$ cat config.mk
export PLATFORM = sky130hd
export DESIGN_NAME = instr_encoder_loader
export DESIGN_NICKNAME = d
export VERILOG_FILES = /design/src/rtl/mips_isa_pkg.sv /design/src/rtl/word_fifo.sv /design/src/rtl/instr_encoder_loader.sv
export SDC_FILE = /design/constraint.sdc
export NUM_CORES = 1
export LEC_CHECK = 0
export BUFFER_PORTS_ARGS = -buffer_cell sky130_fd_sc_hd__buf_2
export CAP_MARGIN = 30
export CORE_UTILIZATION = 55
export CTS_BUF_LIST = sky130_fd_sc_hd__clkbuf_16
export CTS_CLUSTER_DIAMETER = 150
export CTS_CLUSTER_SIZE = 14
export DETAILED_ROUTE_END_ITERATION = 16
export GPL_TIMING_DRIVEN = 0
export HOLD_SLACK_MARGIN = 0.06
export PLACE_DENSITY = 0.77
export SLEW_MARGIN = 20
export SYNTH_ARGS = -nofsm -noshare
export SYNTH_HDL_FRONTEND = slang
export SYNTH_HIERARCHICAL = 1
export SYNTH_SLANG_ARGS = --single-unit
$ cat constraint.sdc
create_clock -name i_clk -period 9.1 [get_ports i_clk]
set_clock_uncertainty 0.15 [all_clocks]
set_input_delay 0 -clock i_clk [delete_from_list [all_inputs] [get_ports i_clk]]
set_output_delay 0 -clock i_clk [all_outputs]
set_load 0.02 [all_outputs]
$ cat src/rtl/mips_isa_pkg.sv
// Shared MIPS ISA definitions: operation enum, opcode/funct codes, NOP word
// and the pure request-to-word encoder used by the instruction loader.
package mips_isa_pkg;

  typedef enum logic [4:0] {
    OP_ADD  = 5'd0,  OP_SUB  = 5'd1,  OP_AND  = 5'd2,  OP_OR   = 5'd3,
    OP_XOR  = 5'd4,  OP_SLT  = 5'd5,  OP_SLL  = 5'd6,  OP_SRL  = 5'd7,
    OP_SRA  = 5'd8,  OP_LW   = 5'd9,  OP_SW   = 5'd10, OP_BEQ  = 5'd11,
    OP_BNE  = 5'd12, OP_ADDI = 5'd13, OP_ANDI = 5'd14, OP_ORI  = 5'd15,
    OP_XORI = 5'd16, OP_LUI  = 5'd17, OP_J    = 5'd18
  } op_e;

  localparam logic [5:0] OPC_RTYPE = 6'b000000;
  localparam logic [5:0] OPC_LW    = 6'b100011;
  localparam logic [5:0] OPC_SW    = 6'b101011;
  localparam logic [5:0] OPC_BEQ   = 6'b000100;
  localparam logic [5:0] OPC_BNE   = 6'b000101;
  localparam logic [5:0] OPC_ADDI  = 6'b001000;
  localparam logic [5:0] OPC_ANDI  = 6'b001100;
  localparam logic [5:0] OPC_ORI   = 6'b001101;
  localparam logic [5:0] OPC_XORI  = 6'b001110;
  localparam logic [5:0] OPC_LUI   = 6'b001111;
  localparam logic [5:0] OPC_J     = 6'b000010;

  localparam logic [5:0] FN_ADD = 6'b100000;
  localparam logic [5:0] FN_SUB = 6'b100010;
  localparam logic [5:0] FN_AND = 6'b100100;
  localparam logic [5:0] FN_OR  = 6'b100101;
  localparam logic [5:0] FN_XOR = 6'b100110;
  localparam logic [5:0] FN_SLT = 6'b101010;
  localparam logic [5:0] FN_SLL = 6'b000000;
  localparam logic [5:0] FN_SRL = 6'b000010;
  localparam logic [5:0] FN_SRA = 6'b000011;

  localparam logic [31:0] NOP_WORD = 32'h0000_0000;

  function automatic logic op_is_legal(input logic [4:0] op);
    return op <= 5'd18;
  endfunction

  function automatic logic [31:0] encode_instr(
    input logic [4:0]  op,
    input logic [4:0]  rs,
    input logic [4:0]  rt,
    input logic [4:0]  rd,
    input logic [4:0]  shamt,
    input logic [15:0] imm,
    input logic [25:0] target
  );
    logic [5:0]  opc;
    logic [5:0]  fn;
    logic        is_shift;
    logic [31:0] word;
    opc      = OPC_RTYPE;
    fn       = 6'b0;
    is_shift = (op == OP_SLL) || (op == OP_SRL) || (op == OP_SRA);
    case (op)
      OP_ADD:  fn  = FN_ADD;
      OP_SUB:  fn  = FN_SUB;
      OP_AND:  fn  = FN_AND;
      OP_OR:   fn  = FN_OR;
      OP_XOR:  fn  = FN_XOR;
      OP_SLT:  fn  = FN_SLT;
      OP_SLL:  fn  = FN_SLL;
      OP_SRL:  fn  = FN_SRL;
      OP_SRA:  fn  = FN_SRA;
      OP_LW:   opc = OPC_LW;
      OP_SW:   opc = OPC_SW;
      OP_BEQ:  opc = OPC_BEQ;
      OP_BNE:  opc = OPC_BNE;
      OP_ADDI: opc = OPC_ADDI;
      OP_ANDI: opc = OPC_ANDI;
      OP_ORI:  opc = OPC_ORI;
      OP_XORI: opc = OPC_XORI;
      OP_LUI:  opc = OPC_LUI;
      OP_J:    opc = OPC_J;
      default: opc = OPC_RTYPE;
    endcase
    // Shifts take their operand from rt, so rs is zeroed; others never carry shamt.
    if (!op_is_legal(op))
      word = NOP_WORD;
    else if (op <= OP_SRA)
      word = {OPC_RTYPE, is_shift ? 5'd0 : rs, rt, rd, is_shift ? shamt : 5'd0, fn};
    else if (op == OP_J)
      word = {opc, target};
    else
      word = {opc, (op == OP_LUI) ? 5'd0 : rs, rt, imm};
    return word;
  endfunction

endpackage

$ cat src/rtl/word_fifo.sv
// Synchronous FIFO with full/empty flags; write-through is not supported,
// a pushed word is visible at the head on the following cycle.
module word_fifo #(
  parameter int DEPTH = 4,
  parameter int W     = 32
) (
  input  logic         i_clk,
  input  logic         i_rst_n,
  input  logic         i_push,
  input  logic [W-1:0] i_din,
  input  logic         i_pop,
  output logic [W-1:0] o_dout,
  output logic         o_full,
  output logic         o_empty
);
  localparam int AW = $clog2(DEPTH);
  localparam logic [AW:0] PTR_ONE = 1;

  logic [W-1:0] r_mem [DEPTH];
  logic [AW:0]  r_wr_ptr;
  logic [AW:0]  r_rd_ptr;

  assign o_empty = (r_wr_ptr == r_rd_ptr);
  assign o_full  = (r_wr_ptr[AW] != r_rd_ptr[AW]) && (r_wr_ptr[AW-1:0] == r_rd_ptr[AW-1:0]);
  assign o_dout  = r_mem[r_rd_ptr[AW-1:0]];

  always_ff @(posedge i_clk or negedge i_rst_n) begin
    if (!i_rst_n) begin
      r_wr_ptr <= '0;
      r_rd_ptr <= '0;
      for (int i = 0; i < DEPTH; i++) r_mem[i] <= '0;
    end else begin
      if (i_push && !o_full) begin
        r_mem[r_wr_ptr[AW-1:0]] <= i_din;
        r_wr_ptr <= r_wr_ptr + PTR_ONE;
      end
      if (i_pop && !o_empty) r_rd_ptr <= r_rd_ptr + PTR_ONE;
    end
  end
endmodule

$ cat src/rtl/instr_encoder_loader.sv
// Encodes symbolic instruction requests into MIPS words and streams them into
// instruction memory from a base address, buffered by a small word FIFO.
module instr_encoder_loader
  import mips_isa_pkg::*;
#(
  parameter int FIFO_DEPTH = 4,
  parameter int ADDR_W     = 32
) (
  input  logic              i_clk,
  input  logic              i_rst_n,
  input  logic              i_start,
  input  logic [ADDR_W-1:0] i_base_addr,
  input  logic [15:0]       i_count,
  input  logic              i_in_valid,
  output logic              o_in_ready,
  input  logic [4:0]        i_in_op,
  input  logic [4:0]        i_in_rs,
  input  logic [4:0]        i_in_rt,
  input  logic [4:0]        i_in_rd,
  input  logic [4:0]        i_in_shamt,
  input  logic [15:0]       i_in_imm,
  input  logic [25:0]       i_in_target,
  output logic              o_imem_we,
  input  logic              i_imem_ready,
  output logic [ADDR_W-1:0] o_imem_addr,
  output logic [31:0]       o_imem_wdata,
  output logic              o_busy,
  output logic              o_done,
  output logic              o_err_illegal
);
  typedef enum logic [1:0] {S_IDLE, S_LOAD, S_DRAIN, S_DONE} state_e;

  state_e            r_state;
  logic [ADDR_W-1:0] r_addr;
  logic [15:0]       r_count;
  logic [15:0]       r_acc;
  logic [15:0]       r_wr;
  logic              r_err;

  logic        w_full, w_empty, w_push, w_pop;
  logic [31:0] w_word, w_head;
  logic [15:0] w_acc_next, w_wr_next;
  logic        w_unused;

  assign w_unused     = ^i_base_addr[1:0];
  assign o_in_ready   = (r_state == S_LOAD) && !w_full && (r_acc < r_count);
  assign o_imem_we    = !w_empty && ((r_state == S_LOAD) || (r_state == S_DRAIN));
  assign w_push       = i_in_valid && o_in_ready;
  assign w_pop        = o_imem_we && i_imem_ready;
  assign w_acc_next   = r_acc + {15'd0, w_push};
  assign w_wr_next    = r_wr + {15'd0, w_pop};
  assign w_word       = encode_instr(i_in_op, i_in_rs, i_in_rt, i_in_rd, i_in_shamt,
                                     i_in_imm, i_in_target);
  assign o_imem_wdata = w_head;
  assign o_imem_addr  = r_addr;
  assign o_busy       = (r_state != S_IDLE);
  assign o_done       = (r_state == S_DONE);
  assign o_err_illegal = r_err;

  word_fifo #(.DEPTH(FIFO_DEPTH), .W(32)) u_fifo (
    .i_clk   (i_clk),
    .i_rst_n (i_rst_n),
    .i_push  (w_push),
    .i_din   (w_word),
    .i_pop   (w_pop),
    .o_dout  (w_head),
    .o_full  (w_full),
    .o_empty (w_empty)
  );

  always_ff @(posedge i_clk or negedge i_rst_n) begin
    if (!i_rst_n) begin
      r_state <= S_IDLE;
      r_addr  <= '0;
      r_count <= '0;
      r_acc   <= '0;
      r_wr    <= '0;
      r_err   <= 1'b0;
    end else begin
      if (w_push) r_acc <= w_acc_next;
      if (w_pop) begin
        r_wr   <= w_wr_next;
        r_addr <= r_addr + ADDR_W'(4);
      end
      if (w_push && !op_is_legal(i_in_op)) r_err <= 1'b1;
      case (r_state)
        S_IDLE: if (i_start) begin
          r_addr  <= {i_base_addr[ADDR_W-1:2], 2'b00};
          r_count <= i_count;
          r_acc   <= '0;
          r_wr    <= '0;
          r_err   <= 1'b0;
          r_state <= (i_count == 16'd0) ? S_DONE : S_LOAD;
        end
        S_LOAD: begin
          if (w_wr_next == r_count)       r_state <= S_DONE;
          else if (w_acc_next == r_count) r_state <= S_DRAIN;
        end
        S_DRAIN: if (w_wr_next == r_count) r_state <= S_DONE;
        S_DONE:  r_state <= S_IDLE;
        default: r_state <= S_IDLE;
      endcase
    end
  end
endmodule

# Yosys cells after proc, flatten, opt, wreduce, memory -nomap -nowiden
# Cells that the tools add are included.
# Widths: inputs -> output; s select.
# word_totals
n_memories	0
out_inout_bits	69
register_bits	217
word_cells	108
romBits	0
in_bits	120
latchBits	0
ram_bits	0
# classes
add_sub_neg	5
n_div	0
n_mul	0
reduce_logical	22
bitwise_logic	2
order_cmp	6
shifts	0
muxes	32
n_eq_ne	29
# op_table
op	count
$mux 32	8
$bwmux 128	1
$mux 16	6
$bmux 32 s2	1
$demux 32 s2	1
$pmux 6 s10	1
$pmux 6 s8	1
$eq 5x4->1 const B	8
$add 16x1->16	2
$add 32x3->32 const B	1
$eq 16x16->1	2
$mux 26	1
$eq 5x3->1 const B	4
$logic_not 16->1	1
$lt 16x16->1	1
$eq 5x5->1 const B	3
$mux 5	3
$eq 5x2->1 const B	2
$logic_and 1x1->1	10
$mux 2	5
$pmux 2 s4	1
$add 3x1->3 const B	2
$ge 3x3->1 const B	2
$not 2->3	2
20 further kinds	27

# Longest topological paths before layout
# depth
word_depth	11
depth_mapped	19
mapped_depth_nobuf	19

# By module
# The synthesis kept the hierarchy.
# by_module_without_submodules
module	n_inst	area_per_inst_um2	cells_per_inst	seq_area_each_um2
word_fifo	1	6530.0	354	3353.2
instr_encoder_loader	1	6058.3	763	2026.9

# Worst setup path before layout
# No wires, ideal clock.
# synth_timing
path_kind	flip-flop to flip-flop
from	register r_count[9]
to	register r_state[0]
t_arrival_ns	3.974
n_path_buf	0
period_less_slack_ns	4.203
path_slack_ns	4.897
required_ns	8.871
path_stages_with_launch	20
setup_ns	0.079
cell_sequence	dfrtp_1 > inv_1 > ha_1 > a21o_1 > a21o_1 > a21oi_1 > nor2_1 > or3b_1 > a21o_1 > clkinv_1 > ha_1 > ha_1 > nand3_1 > nor2_2 > xor2_1 > a311oi_1 > a2111oi_2 > a31oi_1 > a221oi_2 > a2bb2oi_1
# synth_via
elab_chain_cells	7
elab_cells_between_ends	11
classes_between	add/sub: 1; order compare: 1; eq/ne: 4; mux: 2; reduce/logical: 3
# synth_lines
element	line_no	rtl
start: declaration	instr_encoder_loader.sv:35	logic [15:0] r_count;
start signal: assignment	instr_encoder_loader.sv:89	r_count <= i_count;
$lt 16x16->1	instr_encoder_loader.sv:46	assign o_in_ready = (r_state == S_LOAD) && !w_full && (r_acc < r_count);
$logic_and 1x1->1	instr_encoder_loader.sv:46	
$logic_and 1x1->1	instr_encoder_loader.sv:48	assign w_push = i_in_valid && o_in_ready;
named net w_push	instr_encoder_loader.sv:40	logic w_full, w_empty, w_push, w_pop;
$add 16x1->16	instr_encoder_loader.sv:50	assign w_acc_next = r_acc + {15'd0, w_push};
$eq 16x16->1	instr_encoder_loader.sv:97	else if (w_acc_next == r_count) r_state <= S_DRAIN;
$ne 3x1->1 (no line)	--	
$reduce_and 3->1 (no line)	--	
end signal: assignment	instr_encoder_loader.sv:93	r_state <= (i_count == 16'd0) ? S_DONE : S_LOAD;
end: declaration	instr_encoder_loader.sv:33	state_e r_state;
# The timed path passes the listed nets, and every way through them passes these cells.
# A chain may end at the register's enable or synchronous reset.

# Final worst setup path
# layout_timing
from	register u_fifo.r_rd_ptr[0]
to	register r_state[0]
# layout_via
elab_chain_cells	10
elab_cells_between_ends	19
classes_between	add/sub: 2; eq/ne: 6; mux: 2; reduce/logical: 9
# layout_lines
element	line_no	rtl
start: declaration	word_fifo.sv:21	logic [AW:0] r_rd_ptr;
start signal: assignment	word_fifo.sv:37	if (i_pop && !o_empty) r_rd_ptr <= r_rd_ptr + PTR_ONE;
$eq 2x2->1	word_fifo.sv:24	assign o_full = (r_wr_ptr[AW] != r_rd_ptr[AW]) && (r_wr_ptr[AW-1:0] == r_rd_ptr[AW-1:0]);
$logic_and 1x1->1	word_fifo.sv:24	
named net w_full	instr_encoder_loader.sv:40	
$logic_not 1->1	instr_encoder_loader.sv:46	
$logic_and 1x1->1 (2 in a row)	instr_encoder_loader.sv:46	
$logic_and 1x1->1	instr_encoder_loader.sv:48	
named net w_push	instr_encoder_loader.sv:40	
$add 16x1->16	instr_encoder_loader.sv:50	
$eq 16x16->1	instr_encoder_loader.sv:97	
$ne 3x1->1 (no line)	--	
$reduce_and 3->1 (no line)	--	
# The timed path passes the listed nets, and every way through them passes these cells.

==> results by group <==
GRT
  – Grt ovf: 0
  – GRT met1 Usage: between 30 and 40%
  – Largest net degree at the start of global routing: between 90 and 100
  – Global-route usage over all layers: between 20% and 30%
  – Antenna violations before repair: 0
  – Met2 Use GR: between 40% and 50%
  – Global-route layer with the greatest usage: met2
  – Met3 usage in global routing: 3.18%
  – First-pass GRT wire length: around 53,000 um
  – Vias in the first global route: 10,100

Logic synthesis
  – Yosys warnings: 6
  – Post-synth top cells: 215 x dfrtp_1, 137 x nand2_1, 119 x mux2_4
  – Share of the synthesized area in the top cell type: between 40% and 50%
  – Synth Instances: 1,117
  – Synth area leaders: dfrtp_1 43%, mux2_4 14%, mux4_2 5.7%, nand2_1 4.1%, xor2_1 3.3%
  – Syn Std Cell Area: between 0.01 and 0.015 mm2
  – Synthesized area per cell: 11.3 um2
  – FF+latch count, synth: around 220
  – Count leader, synth: dfrtp_1
  – Asr flop ratio synth: 100%
  – Yosys top cell by area: dfrtp_1
  – EDFF count, synth: 0
  – Synth Flop Type: dfrtp_1
  – Distinct cells, synth: 76
  – Register area share after synthesis: 42.7%

Critical path
  – Worst setup SP type: flip-flop
  – Critical Path Max Stage Delay: around 0.47 ns
  – Worst R2R Start: u_fifo/r_rd_ptr[0]$_DFFE_PN0P_
  – Worst endpoint required time: 9.35 ns
  – CP Data Arrival Time: 5.41 ns
  – Reg2reg path depth: 18
  – Crit path depth: 18
  – Crit path to: r_state[0]$_DFFE_PN0P_
  – Type of the worst setup path: reg2reg
  – Crit end category: flip-flop
  – CP startpoint: u_fifo/r_rd_ptr[0]$_DFFE_PN0P_
  – FF-to-FF End: r_state[0]$_DFFE_PN0P_
  – Max FO, Critical Path: 10
  – Slowest cell on crit path: nor2_1
  – R2r setup slk: 3.94 ns
  – CP most frequent cell: nor2_1
  – Crit path buf inv count: 2
  – Crit path max-delay family: simple AND/OR/NAND/NOR gates
  – Crit-path cells: buf_2 > xor2_1 > nor2_1 > nor2_1 > nand3_1 > or3b_1 > a21o_1 > clkinv_1 > ha_1 > ha_1 > nand3_1 > nor2_1 > nand2_1 > and4_1 > a41o_1 > a31oi_1 > mux2i_1 > a2bb2oi_1

Finish
  – Register area: 0.00538 mm2
  – Fillers: 1,610
  – Fraction of layout cells with a size suffix above 1: 28.9%
  – # diodes: 0
  – Area grow syn2layout: 22.4%
  – Core Util, Final: between 60 and 70%
  – Multi-input gate area: a little under 0.007 mm2
  – Final nets: 1,574

CTS
  – Clk_lat worst skew: around 0.5 ns
  – Clk sink count: between 200 and 250
  – CTS Buf Count: 19
  – H-tree levels: 1
  – CTS Root Cell: clkbuf_16
  – Worst-path clk slew: 0.07 ns
  – CTS tree: yes
  – Clk buf depth: 3

STA
  – Crit path time final: 5.16 ns
  – Final Setup Violations: 0
  – Tcrit/Tclk final: a little under three fifths
  – Max transition margin: 30.7%
  – Hold Violations, Final: 0
  – Hold slack: between 0.1 and 0.15 ns
  – FMAX: 194 MHz
  – Slew Limit Fails: 0
  – Setup_tns: 0 ns
  – Worst Max-Slew Pin Slew: ~1.0 ns
  – Setup repair after global routing missed its margin: no
  – Post-route worst setup slack: 3.94 ns

Pwr
  – Reg power frac: 45.2%
  – Switch share: 30.1%
  – Leakage power: 7.23 nW
  – Combinational Power Share: 22.5%
  – Clk pwr share: about a third
  – Total power: 0.00225 W
  – VDD IR max: about 0.00014 V
  – Net Switching: 0.000677 W
  – Cell area power density: 146 mW/mm2
  – Pint: roughly 0.0016 W

Drt
  – Number of remaining DRC errors: 0
  – DRT Pass-1 Iters: 5
  – Final wirelength: 32,100 um
  – ANT nets after route: 0
  – DR WL/cell: 18.8 um
  – Initial DRC Count: 594
  – Via count: 9,917
  – DR vias/cell: 5.82

Floorplanning
  – Die Span Y: 153 um
  – Io pins: ~190
  – Die Width: 153 um
  – Area of the die: 0.0235 mm2
  – FP Rows: 54
  – Core Box Area: 0.0222 mm2
  – Initial Util: 56.8%

Place
  – Pre-CTS setup slack: roughly 4.1 ns
  – Gp weighted congestion: 0.930
  – PortBufs: 183
  – DP HPWL: 22,000 um

Run
  – Max Cap Viol: 0

Status
  – Outcome: completed

Min path
  – Hold WC Path Type: in2reg
area by class of cell:
class / instances / share of cell area (%)
clock buffer: 19 / 3.09
timing repair buffer: 281 / 12.7
multi-input combinational: 814 / 43.9
inverter: 30 / 0.731
clock inverter: 2 / 0.130
sequential: 215 / 34.9
buffer: 63 / 2.25
tap: 280 / 2.27
power groups by stage:
stage / clock [W] / sequential, W / combinational [W]
4_1_cts: 0.000742 / 0.00102 / 0.000508
6_report: 0.000726 / 0.00102 / 0.000507
3_3_place_gp: 0 / 0.00103 / 0.000454
3_5_place_dp: 0 / 0.00103 / 0.000464
5_1_grt: 0.000773 / 0.00102 / 0.000551
2_1_floorplan: 0 / 0.00104 / 0.000302
timing repair:
| item | in CTS | in global routing |
|---|---|---|
| buffers inserted | 0 | 0 |
| resized for setup | 0 | 0 |
| hold buffers | 96 | 0 |
| endpoints found under the hold margin | 353 | 0 |
placed cells by master (no fill, tap or decap), types with 12 or more instances in the layout:
cell type	netlist	final
buf_2	9	191
ha_1	30	30
mux4_2	32	32
nand3_1	28	28
clkbuf_16	0	19
o21ai_0	66	66
a21oi_1	46	46
clkbuf_1	35	35
xnor2_1	45	45
dlygate4sd3_1	0	95
nand2_1	137	137
buf_6	12	12
nand4_1	19	19
xor2_1	47	47
mux2_4	119	119
dfrtp_1	215	215
inv_1	28	28
nor2_1	63	63
metrics by stage:
stage / instances / instance area [um2]
global route: 1704 / 15400
finish: 1704 / 15400
detailed placement: 1587 / 13900
floorplan: 1122 / 12600
CTS: 1704 / 15400
global placement: 1585 / 13900
worst register-to-register path, cell delays in order, from the launching register on:
cell and delay (ns):
dfrtp_1 0.35, buf_2 0.35, xor2_1 0.38, nor2_1 0.16
nor2_1 0.14, nand3_1 0.10, or3b_1 0.41, a21o_1 0.28
clkinv_1 0.28, ha_1 0.27, ha_1 0.29, nand3_1 0.24
nor2_1 0.47, nand2_1 0.14, and4_1 0.17, a41o_1 0.21
a31oi_1 0.30, mux2i_1 0.15, a2bb2oi_1 0.21
per-layer routing:
metal | part of all wire [%] | wire length [um] | vias to the layer above
li1 | - | - | 4594
met1 | 43 | 13900 | 4913
met2 | 49 | 15700 | 340
met3 | 4.7 | 1510 | 70
met4 | 3.2 | 1030 | 0
met5 | 0 | 0 | -
registers in the layout (all words and copies together) (netlist names):
name / count
r_acc: 16
r_count: 16
r_wr: 16
u_fifo/r_wr_ptr: 3
o_err_illegal: 1
r_state: 2
u_fifo/r_mem: 128
u_fifo/r_rd_ptr: 3
o_imem_addr: 30
how the worst min path moves through the flow:
stage | start | to | slack, ns | cells past startpoint
after floorplan | i_rst_n | o_err_illegal$_DFF_PN0_ | -0.45 | 0
after global placement | i_base_addr[31] | o_imem_addr[31]$_DFF_PN0_ | 0.05 | 3
after detailed placement | i_rst_n | u_fifo/r_mem[80]$_DFFE_PN0P_ | -0.26 | 1
after CTS | i_base_addr[9] | o_imem_addr[9]$_DFF_PN0_ | 0.07 | 4
after global routing | i_base_addr[6] | o_imem_addr[6]$_DFF_PN0_ | 0.12 | 4
final | i_count[5] | r_count[5]$_DFFE_PN0P_ | 0.10 | 4
cells by family (layout without fill, tap and decap cells):
| group | count (synthesis) | in the layout | share of synthesized area (%) |
|---|---|---|---|
| other | 1 | 6 | 0.0298 |
| multiplexers | 173 | 173 | 21.8 |
| buffers and inverters | 93 | 395 | 3.65 |
| flip-flops | 215 | 215 | 42.7 |
| AND/OR/NAND/NOR | 324 | 324 | 12.2 |
| XOR/XNOR | 95 | 95 | 6.97 |
| adder cells (fa/ha/maj) | 30 | 30 | 2.98 |
| AO/OA/AOI/OAI | 186 | 186 | 9.65 |
Note: power is estimated with default switching activity, not from simulation.
